[src/rtl/fetch_addr_gen_if.sv]
// fetch_addr_gen_if: fetch address generator handshake bundle.
//   slave  (generator):  in  en, stall, br_valid, br_target
//                        out addr, addr_valid, wrap, done
//   master (controller): opposite directions
interface fetch_addr_gen_if #(
  parameter int unsigned AW = 9
);
  logic          en;
  logic          stall;
  logic          br_valid;
  logic [AW-1:0] br_target;
  logic [AW-1:0] addr;
  logic          addr_valid;
  logic          wrap;
  logic          done;

  modport slave (
    input  en, stall, br_valid, br_target,
    output addr, addr_valid, wrap, done
  );

  modport master (
    output en, stall, br_valid, br_target,
    input  addr, addr_valid, wrap, done
  );
endinterface

[src/rtl/fetch_addr_gen.sv]
// fetch_addr_gen: sequential fetch/step address generator feeding a
// negedge-captured pipeline register. Updates on posedge clk.
//   clk    in  clock
//   rst_n  in  asynchronous active-low reset
//   bus    slave modport of fetch_addr_gen_if
//            en/stall/br_valid/br_target in; addr/addr_valid/wrap/done out
// Optional upper bound enabled by defining macro FETCH_BOUND_EN
// (adds DONE state at LIMIT); otherwise addr wraps mod 2^AW, done = 0.
module fetch_addr_gen #(
  parameter int unsigned   AW         = 9,
  parameter logic [AW-1:0] RESET_ADDR = '0,
  parameter int unsigned   STEP       = 1,
  parameter logic [AW-1:0] LIMIT      = '1
) (
  input  logic           clk,
  input  logic           rst_n,
  fetch_addr_gen_if.slave bus
);

  typedef enum logic [1:0] {
    IDLE  = 2'd0,
    RUN   = 2'd1,
    REDIR = 2'd2,
    DONE  = 2'd3
  } state_e;

  localparam logic [AW:0] STEP_W = (AW+1)'(STEP);

  state_e        state_q, state_d;
  logic [AW-1:0] addr_q, addr_d;
  logic          valid_q, valid_d;
  logic          wrap_q, wrap_d;
  logic          done_q, done_d;
  logic [AW:0]   sum;

`ifndef FETCH_BOUND_EN
  logic unused_limit;
  assign unused_limit = ^LIMIT;
`endif

  // Carry out of the widened sum is the wrap indication.
  assign sum = {1'b0, addr_q} + STEP_W;

  always_comb begin
    state_d = state_q;
    addr_d  = addr_q;
    wrap_d  = 1'b0;
    done_d  = 1'b0;
    unique case (state_q)
      IDLE: begin
        if (bus.br_valid) begin
          addr_d = bus.br_target;
        end else if (bus.en) begin
          state_d = RUN;
        end
      end
      RUN: begin
        if (bus.br_valid) begin
          addr_d  = bus.br_target;
          state_d = REDIR;
        end else if (!bus.en) begin
          state_d = IDLE;
        end else if (!bus.stall) begin
`ifdef FETCH_BOUND_EN
          if (addr_q == LIMIT) begin
            state_d = DONE;
            done_d  = 1'b1;
          end else begin
            addr_d = sum[AW-1:0];
            wrap_d = sum[AW];
          end
`else
          addr_d = sum[AW-1:0];
          wrap_d = sum[AW];
`endif
        end
      end
      REDIR: begin
        // Bubble cycle: stall is ignored, a new redirect extends it.
        if (bus.br_valid) begin
          addr_d = bus.br_target;
        end else begin
          state_d = bus.en ? RUN : IDLE;
        end
      end
`ifdef FETCH_BOUND_EN
      DONE: begin
        if (bus.br_valid) begin
          addr_d  = bus.br_target;
          state_d = REDIR;
        end else begin
          done_d = 1'b1;
        end
      end
`endif
      default: state_d = IDLE;
    endcase
    // Registered valid mirrors the state being entered.
    valid_d = (state_d == RUN);
  end

  always_ff @(posedge clk or negedge rst_n) begin
    if (!rst_n) begin
      state_q <= IDLE;
      addr_q  <= RESET_ADDR;
      valid_q <= 1'b0;
      wrap_q  <= 1'b0;
      done_q  <= 1'b0;
    end else begin
      state_q <= state_d;
      addr_q  <= addr_d;
      valid_q <= valid_d;
      wrap_q  <= wrap_d;
      done_q  <= done_d;
    end
  end

  assign bus.addr       = addr_q;
  assign bus.addr_valid = valid_q;
  assign bus.wrap       = wrap_q;
  assign bus.done       = done_q;

endmodule

[src/flat_wrapper.sv]
// flat-port wrapper written by rule: the top's interface ports become plain ports
module fetch_addr_gen_flat 
#(
  parameter int unsigned   AW         = 9,
  parameter logic [AW-1:0] RESET_ADDR = '0,
  parameter int unsigned   STEP       = 1,
  parameter logic [AW-1:0] LIMIT      = '1
)
  (clk, rst_n, bus_en, bus_stall, bus_br_valid, bus_br_target, bus_addr, bus_addr_valid, bus_wrap, bus_done);
  fetch_addr_gen_if #(.AW(AW)) bus_i ();
  input  logic clk;
  input  logic rst_n;
  input wire logic [$bits(bus_i.en)-1:0] bus_en;
  input wire logic [$bits(bus_i.stall)-1:0] bus_stall;
  input wire logic [$bits(bus_i.br_valid)-1:0] bus_br_valid;
  input wire logic [$bits(bus_i.br_target)-1:0] bus_br_target;
  output wire logic [$bits(bus_i.addr)-1:0] bus_addr;
  output wire logic [$bits(bus_i.addr_valid)-1:0] bus_addr_valid;
  output wire logic [$bits(bus_i.wrap)-1:0] bus_wrap;
  output wire logic [$bits(bus_i.done)-1:0] bus_done;
  assign bus_i.en = bus_en;
  assign bus_i.stall = bus_stall;
  assign bus_i.br_valid = bus_br_valid;
  assign bus_i.br_target = bus_br_target;
  assign bus_addr = bus_i.addr;
  assign bus_addr_valid = bus_i.addr_valid;
  assign bus_wrap = bus_i.wrap;
  assign bus_done = bus_i.done;
  fetch_addr_gen #(.AW(AW), .RESET_ADDR(RESET_ADDR), .STEP(STEP), .LIMIT(LIMIT)) u_core (.clk(clk), .rst_n(rst_n), .bus(bus_i));
endmodule
[config.mk]
export PLATFORM = sky130hd
export DESIGN_NAME = fetch_addr_gen_flat
export DESIGN_NICKNAME = d
export VERILOG_FILES = /design/src/rtl/fetch_addr_gen_if.sv /design/src/rtl/fetch_addr_gen.sv /design/src/flat_wrapper.sv
export SDC_FILE = /design/constraint.sdc
export NUM_CORES = 1
export LEC_CHECK = 0
export CORE_ASPECT_RATIO = 0.75
export CORE_UTILIZATION = 44
export CTS_CLUSTER_SIZE = 24
export DETAILED_ROUTE_END_ITERATION = 8
export PLACE_DENSITY = 0.77
export SYNTH_ARGS = -nofsm -noshare
export SYNTH_HDL_FRONTEND = slang
export SYNTH_SLANG_ARGS = --single-unit
[constraint.sdc]
create_clock -name clk -period 1.5 [get_ports clk]
set_clock_uncertainty 0.1 [all_clocks]
set_input_delay 0.15 -clock clk [delete_from_list [all_inputs] [get_ports clk]]
set_output_delay 0.15 -clock clk [all_outputs]
set_load 0.02 [all_outputs]
### Word-level counts from Yosys, hierarchy flattened

Index checks and enable logic that the tools add are counted.

* bits in registers: 13
* output and inout bits: 12
* logic and storage cells: 31

* add/sub/neg operators: 1
* eq/ne operators: 6
* multiplexer cells: 16
* reductions and logical operators: 4

Operators with widths (count)
* $mux W9: 4
* $pmux W9 S2: 1
* $add A9 B1 Y10 const B: 1
* $mux W2: 5
* $ne A3 B3 Y1 const B: 2
* $pmux W2 S3: 1
* $mux W1: 5
* $eq A2 B1 Y1 const B: 2
* $reduce_and A4 Y1: 1
* $eq A2 B2 Y1 const B: 1
* $logic_not A2 Y1: 1
* $ne A2 B1 Y1 const B: 1
* $reduce_bool A2 Y1: 1
* $reduce_or A2 Y1: 1

### Depth between registers and ports, before layout

Gate-level depths: netlist of run 1.

* depth in word-level cells: 5
* gate-level depth with buffers: 6
* mapped depth without buffers: 5

### Worst setup path before layout of run 1

Ideal clock, no wire load.

* path kind: register to register
* start point: reg u_core.addr_q[1], in the netlist u_core.bus.addr[1]
* end point: reg u_core.addr_q[6], in the netlist u_core.bus.addr[6]
* setup time: 0.073 ns
* arrival: 1.286 ns
* data required time: 1.327 ns
* path slack: 0.041 ns
* cell stages (with the launch flop): 6
* path buffers: 0
* clock period less this slack: 1.459 ns
* cells stage by stage: dfrtp_1 ha_1 nand2_1 or2_4 a21oi_2 a2bb2oi_2

* longest elaborated chain between the ends: 5

RTL lines
* from (decl): RTL line fetch_addr_gen.sv:30 `logic [AW-1:0] addr_q, addr_d;`
* from (signal assigned): RTL line fetch_addr_gen.sv:111 `addr_q <= addr_d;`
* $add A9 B1 Y10: RTL line fetch_addr_gen.sv:42 `assign sum = {1'b0, addr_q} + STEP_W;`
* $mux W9: RTL line fetch_addr_gen.sv:63 `end else if (!bus.stall) begin`
* $mux W9: RTL line fetch_addr_gen.sv:61 `end else if (!bus.en) begin`
* $mux W9: RTL line fetch_addr_gen.sv:58 `if (bus.br_valid) begin`
* $pmux W9 S2: RTL line fetch_addr_gen.sv:49 `unique case (state_q)`

No other way between the ends. The select of a mux whose other input is x is not followed.
A chain may end at the register's enable or synchronous reset.

### Worst setup path after layout of run 1

* start point: reg u_core.valid_q, in the netlist u_core.bus.addr_valid
* end point: out bus_addr_valid

RTL lines
* from (decl): RTL line fetch_addr_gen.sv:31 `logic valid_q, valid_d;`
* from (signal assigned): RTL line fetch_addr_gen.sv:112 `valid_q <= valid_d;`
* to (decl): RTL line flat_wrapper.sv:18 `output wire logic [$bits(bus_i.addr_valid)-1:0] bus_addr_valid;`

No word-level cell between the ends.

==> flow_summary.yaml, run 1 <==
status:
  outcome: "complete, no violations"
floorplan:
  ios: 26
  core_sq_um: 1580
  placementRows: 12
  fp.dieArea_sq_um: 1960
  start_util_pct: 49.9
  dieHeight_um: 38.6
  fp.dieW_um: 50.8
logic_synthesis:
  ys_top_cells_by_area: "dfrtp_1 41%, a21oi_1 6.4%, nand2_1 4.3%"
  ys.warnings.count: 0
  ys_types: 34
  syn_area_sq_um: 787
  yosysSeqAreaShare_pct: 41.3
  synth_area_per_cell_sq_um: 9.96
  synth_top_area_share_pct: 41.3
  synth_top_area_cell: "dfrtp_1"
  syn-num-nets: 94
  synthCells: 79
  synth_seq_cells: 13
clock_network:
  cts_max_level: 1
  cts_root_buf: "clkbuf_4"
  numCtsBuffers: 3
  clk_pin_slew_worst_paths_ns: 0.08
  cts.path.max_buffers: 2
  cts-hold-fix-buffers: 0
  clock_latency_ns: 0.27
  cts.sinks: 13
  cts_tree: "built"
final_layout:
  area_growth_pct: 39.7
  multi_input_area_sq_um: 424
  drive_above_1_share_pct: 24.5
  layout_commonest_cell: "clkdlybuf4s50_1"
  nets: 126
  n_fill_cell: 138
  fin_util_pct: 69.8
  diodes: 0
  regArea_sq_um: 325
  layout_common_cells: "15 x clkdlybuf4s50_1, 13 x dfrtp_1, 10 x a21oi_1"
flow_run:
  maxCapViolCount: 0
worst_setup_path:
  r2r_slack_ns: 0.07
  startpoint_type: "flip-flop"
  crit_chain: "clkdlybuf4s50_1"
  worst_path_largest_cell_delay_ns: 0.59
  cp.required_ns: 1.25
  worst-path-buf-inv: 1
  path_class: "reg2out"
  crit_fanout: 1
  reg2regPathDepth: 5
  reg2reg_from: "u_core.bus.addr[0]"
  arrival_ns: 1.19
  crit_family: "buffers and inverters"
  slowest_stage: "clkdlybuf4s50_1"
  r2r-end: "u_core.bus.addr[6]"
  end_kind: "primary output"
detailed_routing:
  drt_iter0_drc: 18
  wl_mm: 1.87
  route.detailed.wl_per_inst_um: 14.2
  num_vias: 724
  dr.pass1.iters: 4
  drc: 0
  via_per_inst: 5.53
  detail-route-antenna-nets: 0
sta:
  rsz0062_at_grt: "no"
  period_needed_ns: 1.44
  fin_tns_setup_ns: 0
  hold_violations: 0
  fmax_mhz: 693
  post-route-period-util_pct: 96.2
  finalSetupViolCount: 0
  hold_slack_ns: 0.0995
  postLayoutSetupSlackWorst_ns: 0.0572
  slew_viol_final: 0
grt:
  grt.total_usage_pct: 21.9
  grt-ovfl-total: 0
  grt_pass1_wl_mm: 2.98
  grt_max_degree: 20
  antenna_found_initial: 0
  grt_pass1_vias: 626
placement:
  place_congestion: 0.822
  place_ws_ns: -0.0833
  hpwl_mm: 1.40
  port-buffer-count: 24
worst_hold_path:
  hp-class: "in2async"
power:
  ir_drop_uv: 568
  cellLeakagePower_nw: 0.447
  power_per_cell_area_nw_per_um2: 870
-- what timing repair did --
action,in CTS,in global routing
setup endpoints to repair,9,2
pin swaps,0,0
buffers inserted,0,0
gates resized for setup,9,3
gates cloned,0,0
-- logic make-up (layout without fill, tap and decap cells) --
group	after synthesis	count (layout)	synth area share (%)
AOI/OAI and AO/OA	28	28	25.9
xor gates and xnor gates	1	1	1.11
buffers and inverters	5	36	6.20
and+or+nand+nor	30	30	23.4
adders and majority gates	1	1	1.59
other	1	1	0.476
DFF	13	13	41.3
-- final cells by class --
cell class	count	area share [%]
clock buffer	4	2.39
inverter	1	0.341
multi-input combinational	61	38.6
sequential	13	29.6
tap	21	2.39
timing repair buffer	31	26.7
-- per-stage QoR --
stage	instance area [sq um]	power [mW]	cells
after floorplan	787	0.614	79
after global placement	1070	0.756	127
after detailed placement	1070	0.764	127
after CTS	1090	0.955	131
after global routing	1100	1.01	131
final	1100	0.957	131
-- synthesized netlist by cell type, drive strengths merged --
cell,instances
nor2,1
nor4,1
conb,1
o21a,1
and3b,3
dfrtp,13
nand3,5
nand2b,3
nor2b,1
a2bb2oi,1
nand2,9
nand4,2
inv,1
ha,1
o22ai,5
or2,1
o31ai,1
a31oi,1
and2,2
buf,4
xor2,1
o21ai,5
or3,1
nor4bb,1
a21oi,13
o21bai,1
-- flip-flops by register name, indices dropped and copies added, names as in the netlist --
name,flops
u_core.bus.wrap,1
u_core.bus.addr_valid,1
u_core.state_q,2
u_core.bus.addr,9
-- metal layers --
metal	share of wire (%)	track usage (%)
met3	7.3	6.27
met1	46	27.2
met2	45	38.7
met4	0.91	4.17
met5	0	0
-- report_power, final --
group	switching, mW	total, mW	internal, mW	leakage, nW
clock	0.114	0.217	0.103	0.0150
sequential	0.0514	0.440	0.388	0.154
combinational	0.155	0.300	0.145	0.278
-- worst max-delay path by stage --
stage               cells past startpoint                  to                   from  slack (ns)
finish                                  1      bus_addr_valid  u_core.bus.addr_valid        0.06
global route                            5  u_core.bus.addr[6]     u_core.bus.addr[0]       0.006
CTS                                     5  u_core.bus.addr[8]     u_core.bus.addr[0]        0.04
detailed placement                      5  u_core.bus.addr[4]              bus_stall       -0.08
global placement                        5  u_core.bus.addr[3]              bus_stall       -0.06
floorplan                               5  u_core.bus.addr[6]     u_core.bus.addr[1]        0.04
(Power assumes the default switching activity.)
==> run 2, diff against run 1 <==
--- a/config.mk
+++ b/config.mk
@@ -5,6 +5,7 @@
 export SDC_FILE = /design/constraint.sdc
 export NUM_CORES = 1
 export LEC_CHECK = 0
+export ABC_AREA = 0
 export CORE_ASPECT_RATIO = 0.75
 export CORE_UTILIZATION = 44
 export CTS_CLUSTER_SIZE = 24
==> results of run 2 <==
Final layout, timing and power as in run 1 (identical DEF).
==> run 3, diff against run 2 <==
--- a/config.mk
+++ b/config.mk
@@ -10,7 +10,7 @@
 export CORE_UTILIZATION = 44
 export CTS_CLUSTER_SIZE = 24
 export DETAILED_ROUTE_END_ITERATION = 8
-export PLACE_DENSITY = 0.77
+export PLACE_DENSITY_LB_ADDON = 0.3
 export SYNTH_ARGS = -nofsm -noshare
 export SYNTH_HDL_FRONTEND = slang
 export SYNTH_SLANG_ARGS = --single-unit
==> flow_summary.yaml, run 3 (synthesis results as in run 1) <==
status:
  outcome: "complete, no violations"
sta:
  fmax_mhz: 679
  postLayoutSetupSlackWorst_ns: 0.0281
  period_needed_ns: 1.47
  hold_slack_ns: 0.0751
  hold_violations: 0
  fin_tns_setup_ns: 0
  finalSetupViolCount: 0
  rsz0062_at_grt: "yes"
  slew_viol_final: 0
  post-route-period-util_pct: 98.1
clock_network:
  cts_root_buf: "clkbuf_4"
  postCtsSetupRepairBufs: 0
  clock_latency_ns: 0.28
  cts-hold-fix-buffers: 0
  cts.path.max_buffers: 2
  numCtsBuffers: 3
  cts.sinks: 13
  cts_tree: "built"
  cts_max_level: 1
  clk_pin_slew_worst_paths_ns: 0.08
placement:
  port-buffer-count: 24
  place_congestion: 0.852
  hpwl_mm: 1.46
  dp.cells: 131
  place_ws_ns: -0.0764
  placed_area_sq_um: 1090
final_layout:
  diodes: 0
  drive_above_1_share_pct: 27.2
  fin_util_pct: 71.1
  multi_input_area_sq_um: 427
  area_growth_pct: 42.4
  largest_reg_flops: 9
  nets: 130
  layout_commonest_cell: "clkdlybuf4s50_1"
  layout_common_cells: "15 x clkdlybuf4s50_1, 12 x dfrtp_1, 11 x buf_4"
  stdcell_count: 135
  n_fill_cell: 133
  stdcell_area_sq_um: 1120
  regArea_sq_um: 327
grt:
  grt_pass1_wl_mm: 3.47
  grt_pass1_vias: 769
  grt-ovfl-total: 0
  antenna_found_initial: 0
  grt_max_degree: 16
  grt.total_usage_pct: 25.0
detailed_routing:
  detail-route-antenna-nets: 0
  via_per_inst: 5.75
  dr.pass1.iters: 4
  route.detailed.wl_per_inst_um: 14.9
  num_vias: 776
  drt_iter0_drc: 24
  wl_mm: 2.01
  drc: 0
worst_setup_path:
  crit_fanout: 4
  r2r_slack_ns: 0.03
  cp.required_ns: 1.61
  arrival_ns: 1.59
  reg2reg_from: "u_core.bus.addr[1]"
  path_class: "reg2reg"
  end_kind: "flip-flop"
  r2r-end: "u_core.bus.addr[6]"
  crit_start: "u_core.bus.addr[1]"
  startpoint_type: "flip-flop"
  reg2regPathDepth: 5
floorplan:
  fp.dieW_um: 50.8
  fp.dieArea_sq_um: 1960
  core_sq_um: 1580
  ios: 26
  start_util_pct: 49.9
  placementRows: 12
  dieHeight_um: 38.6
power:
  power_mw: 0.969
  power_per_cell_area_nw_per_um2: 864
  ir_drop_uv: 687
  cellLeakagePower_nw: 0.465
worst_hold_path:
  hp-class: "in2async"
flow_run:
  maxCapViolCount: 0
run 3: changes by cell type in the layout (fill, tap and decap cells not counted), sizes merged:
cell	change
buf	+4
run 3: worst max-delay path by stage:
| stage | slack (ns) | to |
|---|---|---|
| 2_1_floorplan | 0.04 | u_core.bus.addr[6] |
| 3_3_place_gp | -0.06 | u_core.bus.addr[8] |
| 3_5_place_dp | -0.08 | u_core.bus.addr[7] |
| 4_1_cts | 0.02 | bus_addr_valid |
| 5_1_grt | -0.02 | u_core.bus.addr[7] |
| 6_report | 0.03 | u_core.bus.addr[6] |
run 3: area by class of cell:
| type | count | area share [%] |
|---|---|---|
| clock buffer | 4 | 2.34 |
| sequential | 13 | 29.1 |
| inverter | 1 | 0.335 |
| tap | 21 | 2.34 |
| multi-input combinational | 61 | 38.1 |
| timing repair buffer | 35 | 27.8 |
run 3: critical path, cell delays in order, from the launching register on:
cell	delay (ns)
dfrtp_1	0.42
ha_2	0.21
nand2_1	0.11
or2_4	0.27
a21oi_2	0.16
a2bb2oi_2	0.14
run 3: report_power, final:
| group | switching [mW] | internal [mW] |
|---|---|---|
| clock network | 0.118 | 0.103 |
| registers | 0.0520 | 0.389 |
| logic | 0.159 | 0.147 |
run 3: layer usage:
metal | part of all wire (%) | GRT usage, % | up-vias
li1 | - | - | 358
met1 | 42 | 30.3 | 378
met2 | 50 | 44.3 | 38
met3 | 7.0 | 7.06 | 2
met4 | 0.50 | 6.94 | 0
met5 | 0 | 0 | -
run 3: repair_timing:
action / in CTS / in global routing
cloned: 0 / 0
resized for setup: 9 / 4
setup endpoints to repair: 9 / 4
pin swaps: 0 / 1
